### src/rtl/sr_latch_arbiter.sv
// sr_latch_arbiter: round-robin arbiter sequencing S/R pulses into one shared SR latch
// Ports:
//   clk, rst      clock, synchronous active-high reset
//   i_req         per-requester level request
//   i_op          per-requester operation (1=set, 0=reset), sampled at acceptance
//   o_s, o_r      registered latch set/reset drives, never high together
//   i_q, i_qn     latch readback, only looked at in the check cycle
//   o_gnt         one-hot grant held for the whole operation
//   o_busy        operation in progress
//   o_done        one-cycle pulse in the check cycle
//   o_err         readback mismatch, qualified by o_done
module sr_latch_arbiter #(
    parameter int NUM_REQ       = 4,
    parameter int PULSE_CYCLES  = 2,
    parameter int SETTLE_CYCLES = 1
) (
    input  logic               clk,
    input  logic               rst,
    input  logic [NUM_REQ-1:0] i_req,
    input  logic [NUM_REQ-1:0] i_op,
    output logic               o_s,
    output logic               o_r,
    input  logic               i_q,
    input  logic               i_qn,
    output logic [NUM_REQ-1:0] o_gnt,
    output logic               o_busy,
    output logic               o_done,
    output logic               o_err
);
    localparam int CNT_MAX = PULSE_CYCLES > SETTLE_CYCLES ? PULSE_CYCLES : SETTLE_CYCLES;
    localparam int CW      = $clog2(CNT_MAX + 1);
    localparam int PW      = $clog2(NUM_REQ);

    typedef enum logic [1:0] {IDLE, DRIVE, SETTLE, CHECK} state_t;

    state_t             r_state;
    logic [CW-1:0]      r_cnt;
    logic [PW-1:0]      r_ptr;
    logic [PW-1:0]      r_idx;
    logic               r_op;
    logic               r_s;
    logic               r_r;
    logic [NUM_REQ-1:0] r_gnt;
    logic               r_busy;
    logic               r_done;
    logic [PW-1:0]      w_idx;
    logic [PW-1:0]      w_pos;
    logic               w_op;

    // Scan downward so the lowest offset from the pointer wins.
    always_comb begin
        w_idx = '0;
        w_pos = '0;
        for (int k = NUM_REQ - 1; k >= 0; k--) begin
            w_pos = PW'((int'(r_ptr) + k) % NUM_REQ);
            w_idx = i_req[w_pos] ? w_pos : w_idx;
        end
    end

    assign w_op = i_op[w_idx];

    always_ff @(posedge clk) begin
        if (rst) begin
            r_state <= IDLE;
            r_cnt   <= '0;
            r_ptr   <= '0;
            r_idx   <= '0;
            r_op    <= 1'b0;
            r_s     <= 1'b0;
            r_r     <= 1'b0;
            r_gnt   <= '0;
            r_busy  <= 1'b0;
            r_done  <= 1'b0;
        end else begin
            case (r_state)
                IDLE: begin
                    if (|i_req) begin
                        r_state <= DRIVE;
                        r_idx   <= w_idx;
                        r_op    <= w_op;
                        r_s     <= w_op;
                        r_r     <= ~w_op;
                        r_gnt   <= NUM_REQ'(1) << w_idx;
                        r_busy  <= 1'b1;
                        r_cnt   <= '0;
                    end
                end
                DRIVE: begin
                    if (r_cnt == CW'(PULSE_CYCLES - 1)) begin
                        r_s     <= 1'b0;
                        r_r     <= 1'b0;
                        r_cnt   <= '0;
                        r_state <= SETTLE;
                    end else begin
                        r_cnt <= r_cnt + 1'b1;
                    end
                end
                SETTLE: begin
                    if (r_cnt == CW'(SETTLE_CYCLES - 1)) begin
                        r_cnt   <= '0;
                        r_done  <= 1'b1;
                        r_state <= CHECK;
                    end else begin
                        r_cnt <= r_cnt + 1'b1;
                    end
                end
                CHECK: begin
                    r_done  <= 1'b0;
                    r_gnt   <= '0;
                    r_busy  <= 1'b0;
                    r_ptr   <= (r_idx == PW'(NUM_REQ - 1)) ? '0 : r_idx + 1'b1;
                    r_state <= IDLE;
                end
                default: r_state <= IDLE;
            endcase
        end
    end

    assign o_s    = r_s;
    assign o_r    = r_r;
    assign o_gnt  = r_gnt;
    assign o_busy = r_busy;
    assign o_done = r_done;
    // Readback is compared live in the check cycle so Q/Qn elsewhere never matter.
    assign o_err  = r_done & ((i_q != r_op) | (i_qn != ~r_op));
endmodule

### config.mk
export PLATFORM = sky130hd
export DESIGN_NAME = sr_latch_arbiter
export DESIGN_NICKNAME = d
export VERILOG_FILES = /design/src/rtl/sr_latch_arbiter.sv
export SDC_FILE = /design/constraint.sdc
export NUM_CORES = 1
export LEC_CHECK = 0
export CORE_UTILIZATION = 50
export DETAILED_ROUTE_END_ITERATION = 8
export GPL_ROUTABILITY_DRIVEN = 1
export PLACE_DENSITY_LB_ADDON = 0.05
export SYNTH_ARGS = -nofsm -noshare
export SYNTH_HDL_FRONTEND = slang
export SYNTH_SLANG_ARGS = --single-unit
### constraint.sdc
create_clock -name clk -period 1.9 [get_ports clk]
set_input_delay 0.38 -clock clk [delete_from_list [all_inputs] [get_ports clk]]
set_output_delay 0.38 -clock clk [all_outputs]
set_load 0.05 [all_outputs]
==> metrics, run 1 <==
number of synthesized flops with an enable pin=0; Final HPWL DP=1780 um; Worst slew margin=0.654; die area=roughly 0.0023 mm2; Max Cap Violations=0; Main synth FF type=dfxtp_1; DRT iter0 DRCs=18; Tmin final=1.90 ns; Mapped Cells=115; die height=between 40 and 50 um; final setup skew=about 0.0041 ns; synthesized net count=roughly 140; RSZ-0062 raised after global routing=true; Clock Pin Slew Worst Setup and Hold Paths=0.09 ns; Final Hold Fails=0; initial antenna violation count=0; Initial Utilization=0.527; total wire length=between 2000 and 2500 um; crit path capture type=flip-flop; status=completed; CTS H-Tree Depth=1; largest net degree at the start of global routing=13; Arrival @ worst endpoint=roughly 2.1 ns; final-layout fill cell count=about 180; Post-route DRC=0; Cells after DPL=~170; TritonRoute pass-1 iters=4; Syn. warnings=0; fin worst setup slack=0.00155 ns; Root Driver=clkbuf_4; FP Rows=16; Total Routing Usage GR=0.229; max-slew violation count=0; # clock sinks=17; post-synth cell types=38; first-pass GRT wire length=3640 um; maximum root-to-sink buffer count=2; Post-Synthesis Cell Area=just over 0.001 mm2; antenna cells=0; core area=between 0.0015 and 0.002 mm2; clk_lat worst skew=0.29 ns; pwr/cell area=roughly 1300 mW/mm2; nets@finish=between 150 and 200; FMAX=527 MHz; Largest delay share family, worst path=compound AO/OA/AOI/OAI gates; Via density=5.48; Finish-stage setup viols=0; VDD IR max=~0.0009 V; share of cells above drive strength 1=0.195; area delta synth->final=34.3%; Finished Layout Cells=between 150 and 200; Crit-path slowest cell=clkdlybuf4s50_1; Hold Crit Class=flip-flop to flip-flop; Buf/Inv on CP=1; crit-path max cell delay=roughly 0.45 ns; met3 GRT Util=0.0453; nature of the critical path startpoint=primary input; crit share post-route=0.999; M1 GR Usage=0.328; Finished Core Util=0.709; critical path peak fanout=4; number of global-route vias before repair=between 800 and 900; Placer Congestion=approximately 0.84; Power Total=between 1.5 and 2 mW; Mean Syn Cell Area=9.00 um2; crit path cell chain=clkdlybuf4s50_1, nor2b_1, nor4b_1, o21ai_1, a32o_2, a22o_1; total grt overflow=0; CP Data Required Time=roughly 2.1 ns; FF+latch count, synth=17; # Post-CTS Setup Buffers=0; Num CTS Buffers=3; Lkg Pwr=approximately 0.58 nW; Port-buffer cells=20; Worst Max-Slew Pin Slew=between 0.5 and 0.6 ns; FFs w/ async S/R, synth=0; Seq/Total Area, Yosys=0.329; TritonCTS clock tree=built; io pins=21; DR vias=approximately 960; routed length per placed instance=~13 um; WS Path Type=primary input to flip-flop; busiest grt layer=met2; GR Util met2=0.348; DIE WIDTH=approximately 47 um; Final ANT Viol Nets=0; pre-CTS setup slack=-0.262 ns
path summary, 6_finish.rpt:
kind / start / to / slack, ns / cells after the start
worst max register to register: r_state[0]$_SDFFE_PP0P_ / o_gnt[2]$_SDFFE_PP0P_ / 0.18 / 6
worst min-delay path: o_s$_SDFFE_PP0P_ / o_s$_SDFFE_PP0P_ / 0.47 / 2
worst max-delay path: i_req[2] / o_r$_SDFFE_PP0P_ / 0.002 / 6
worst min register to register: o_s$_SDFFE_PP0P_ / o_s$_SDFFE_PP0P_ / 0.47 / 2
cell families after synthesis:
group / after synthesis / synth area share
AND/OR/NAND/NOR: 49 / 0.253
buffers and inverters: 7 / 0.0254
AO/OA/AOI/OAI: 28 / 0.232
adder cells (fa/ha/maj): 10 / 0.121
flip-flops: 17 / 0.329
multiplexers: 4 / 0.0399
placed cells by master, fill, tap and decap left out, types with 2 or more instances in the layout:
master,count
a21oi_1,5
a22o_1,2
a32oi_1,6
buf_4,12
clkbuf_4,3
clkdlybuf4s50_1,18
dfxtp_1,17
ha_1,10
inv_1,5
mux2i_1,3
nand2_1,8
nand2b_1,3
nand3_1,2
nor2_1,19
nor2b_1,2
nor2b_2,2
nor3_1,2
nor4_1,3
o21ai_0,3
registers in the layout (all words and copies together) (netlist names):
signal	count
o_gnt	4
r_state	2
r_cnt	2
o_s	1
o_done	1
o_busy	1
o_r	1
r_ptr	2
r_op	1
r_idx	2
worst reg2reg max path, delay by kind of cell, from the launching register on:
kind | cells | cell delay (ns)
AO/OA/AOI/OAI | 2 | 0.49
flip-flops | 1 | 0.41
adder cells (fa/ha/maj) | 1 | 0.31
AND/OR/NAND/NOR | 2 | 0.30
buffers and inverters | 1 | 0.10
layout make-up:
type	count	area, um2	share of cell area
flip-flops and latches	17	340	0.245
clock buffers	4	26.3	0.0189
multi-input cells	91	668	0.481
well taps	27	33.8	0.0243
repair buffers	32	303	0.218
inverters	5	18.8	0.0135
routing by layer:
metal | part of all wire | routed length (um)
met2 | 0.45 | 1040
met1 | 0.50 | 1140
met5 | 0 | 0
met4 | 0.012 | 28
met3 | 0.032 | 73
report_power, final:
| part | leakage, nW | internal [mW] | total, mW | switching [mW] |
|---|---|---|---|---|
| logic | 0.430 | 0.448 | 1.06 | 0.610 |
| clock network | 0.0150 | 0.0817 | 0.189 | 0.107 |
| registers | 0.139 | 0.454 | 0.525 | 0.0707 |
| total | 0.584 | 0.984 | 1.77 | 0.788 |
synthesized netlist by cell type (2+ instances only):
cell type | n | share of area
clkbuf_1 | 2 | 0.0073
o21ai_0 | 3 | 0.015
dfxtp_1 | 17 | 0.33
nor4_1 | 3 | 0.018
nor3_1 | 2 | 0.0097
nand2_1 | 8 | 0.029
inv_1 | 5 | 0.018
nor2b_1 | 2 | 0.012
nor2_1 | 19 | 0.069
mux2i_1 | 3 | 0.029
nand2b_1 | 3 | 0.018
a32oi_1 | 6 | 0.051
nor2b_2 | 2 | 0.017
nand3_1 | 2 | 0.0097
ha_1 | 10 | 0.12
a21oi_1 | 5 | 0.024
a22o_1 | 2 | 0.017
what timing repair did:
item | 4_1_cts | 5_1_grt
resized for setup | 0 | 1
setup endpoints to repair | 0 | 3
hold buffers | 0 | 0
hold endpoints to repair | 0 | 0
through the flow:
stage | hold slack (ns) | cell area, um2 | TNS (ns)
6_report | 0.467 | 1390 | 0
4_1_cts | 0.472 | 1390 | 0
3_3_place_gp | 0.453 | 1360 | -1.31
2_1_floorplan | 0.468 | 1030 | 0
3_5_place_dp | 0.450 | 1360 | -2.11
5_1_grt | 0.508 | 1390 | -0.0149
(Power assumes the default switching activity.)
==> inputs of run 2 (changes only) <==
--- a/config.mk
+++ b/config.mk
@@ -6,9 +6,11 @@
 export NUM_CORES = 1
 export LEC_CHECK = 0
 export CORE_UTILIZATION = 50
+export CTS_CLUSTER_SIZE = 28
 export DETAILED_ROUTE_END_ITERATION = 8
 export GPL_ROUTABILITY_DRIVEN = 1
 export PLACE_DENSITY_LB_ADDON = 0.05
+export SLEW_MARGIN = 0
 export SYNTH_ARGS = -nofsm -noshare
 export SYNTH_HDL_FRONTEND = slang
 export SYNTH_SLANG_ARGS = --single-unit
==> results of run 2 <==
Same layout as run 1: the final DEF is identical, and so are final timing and power.
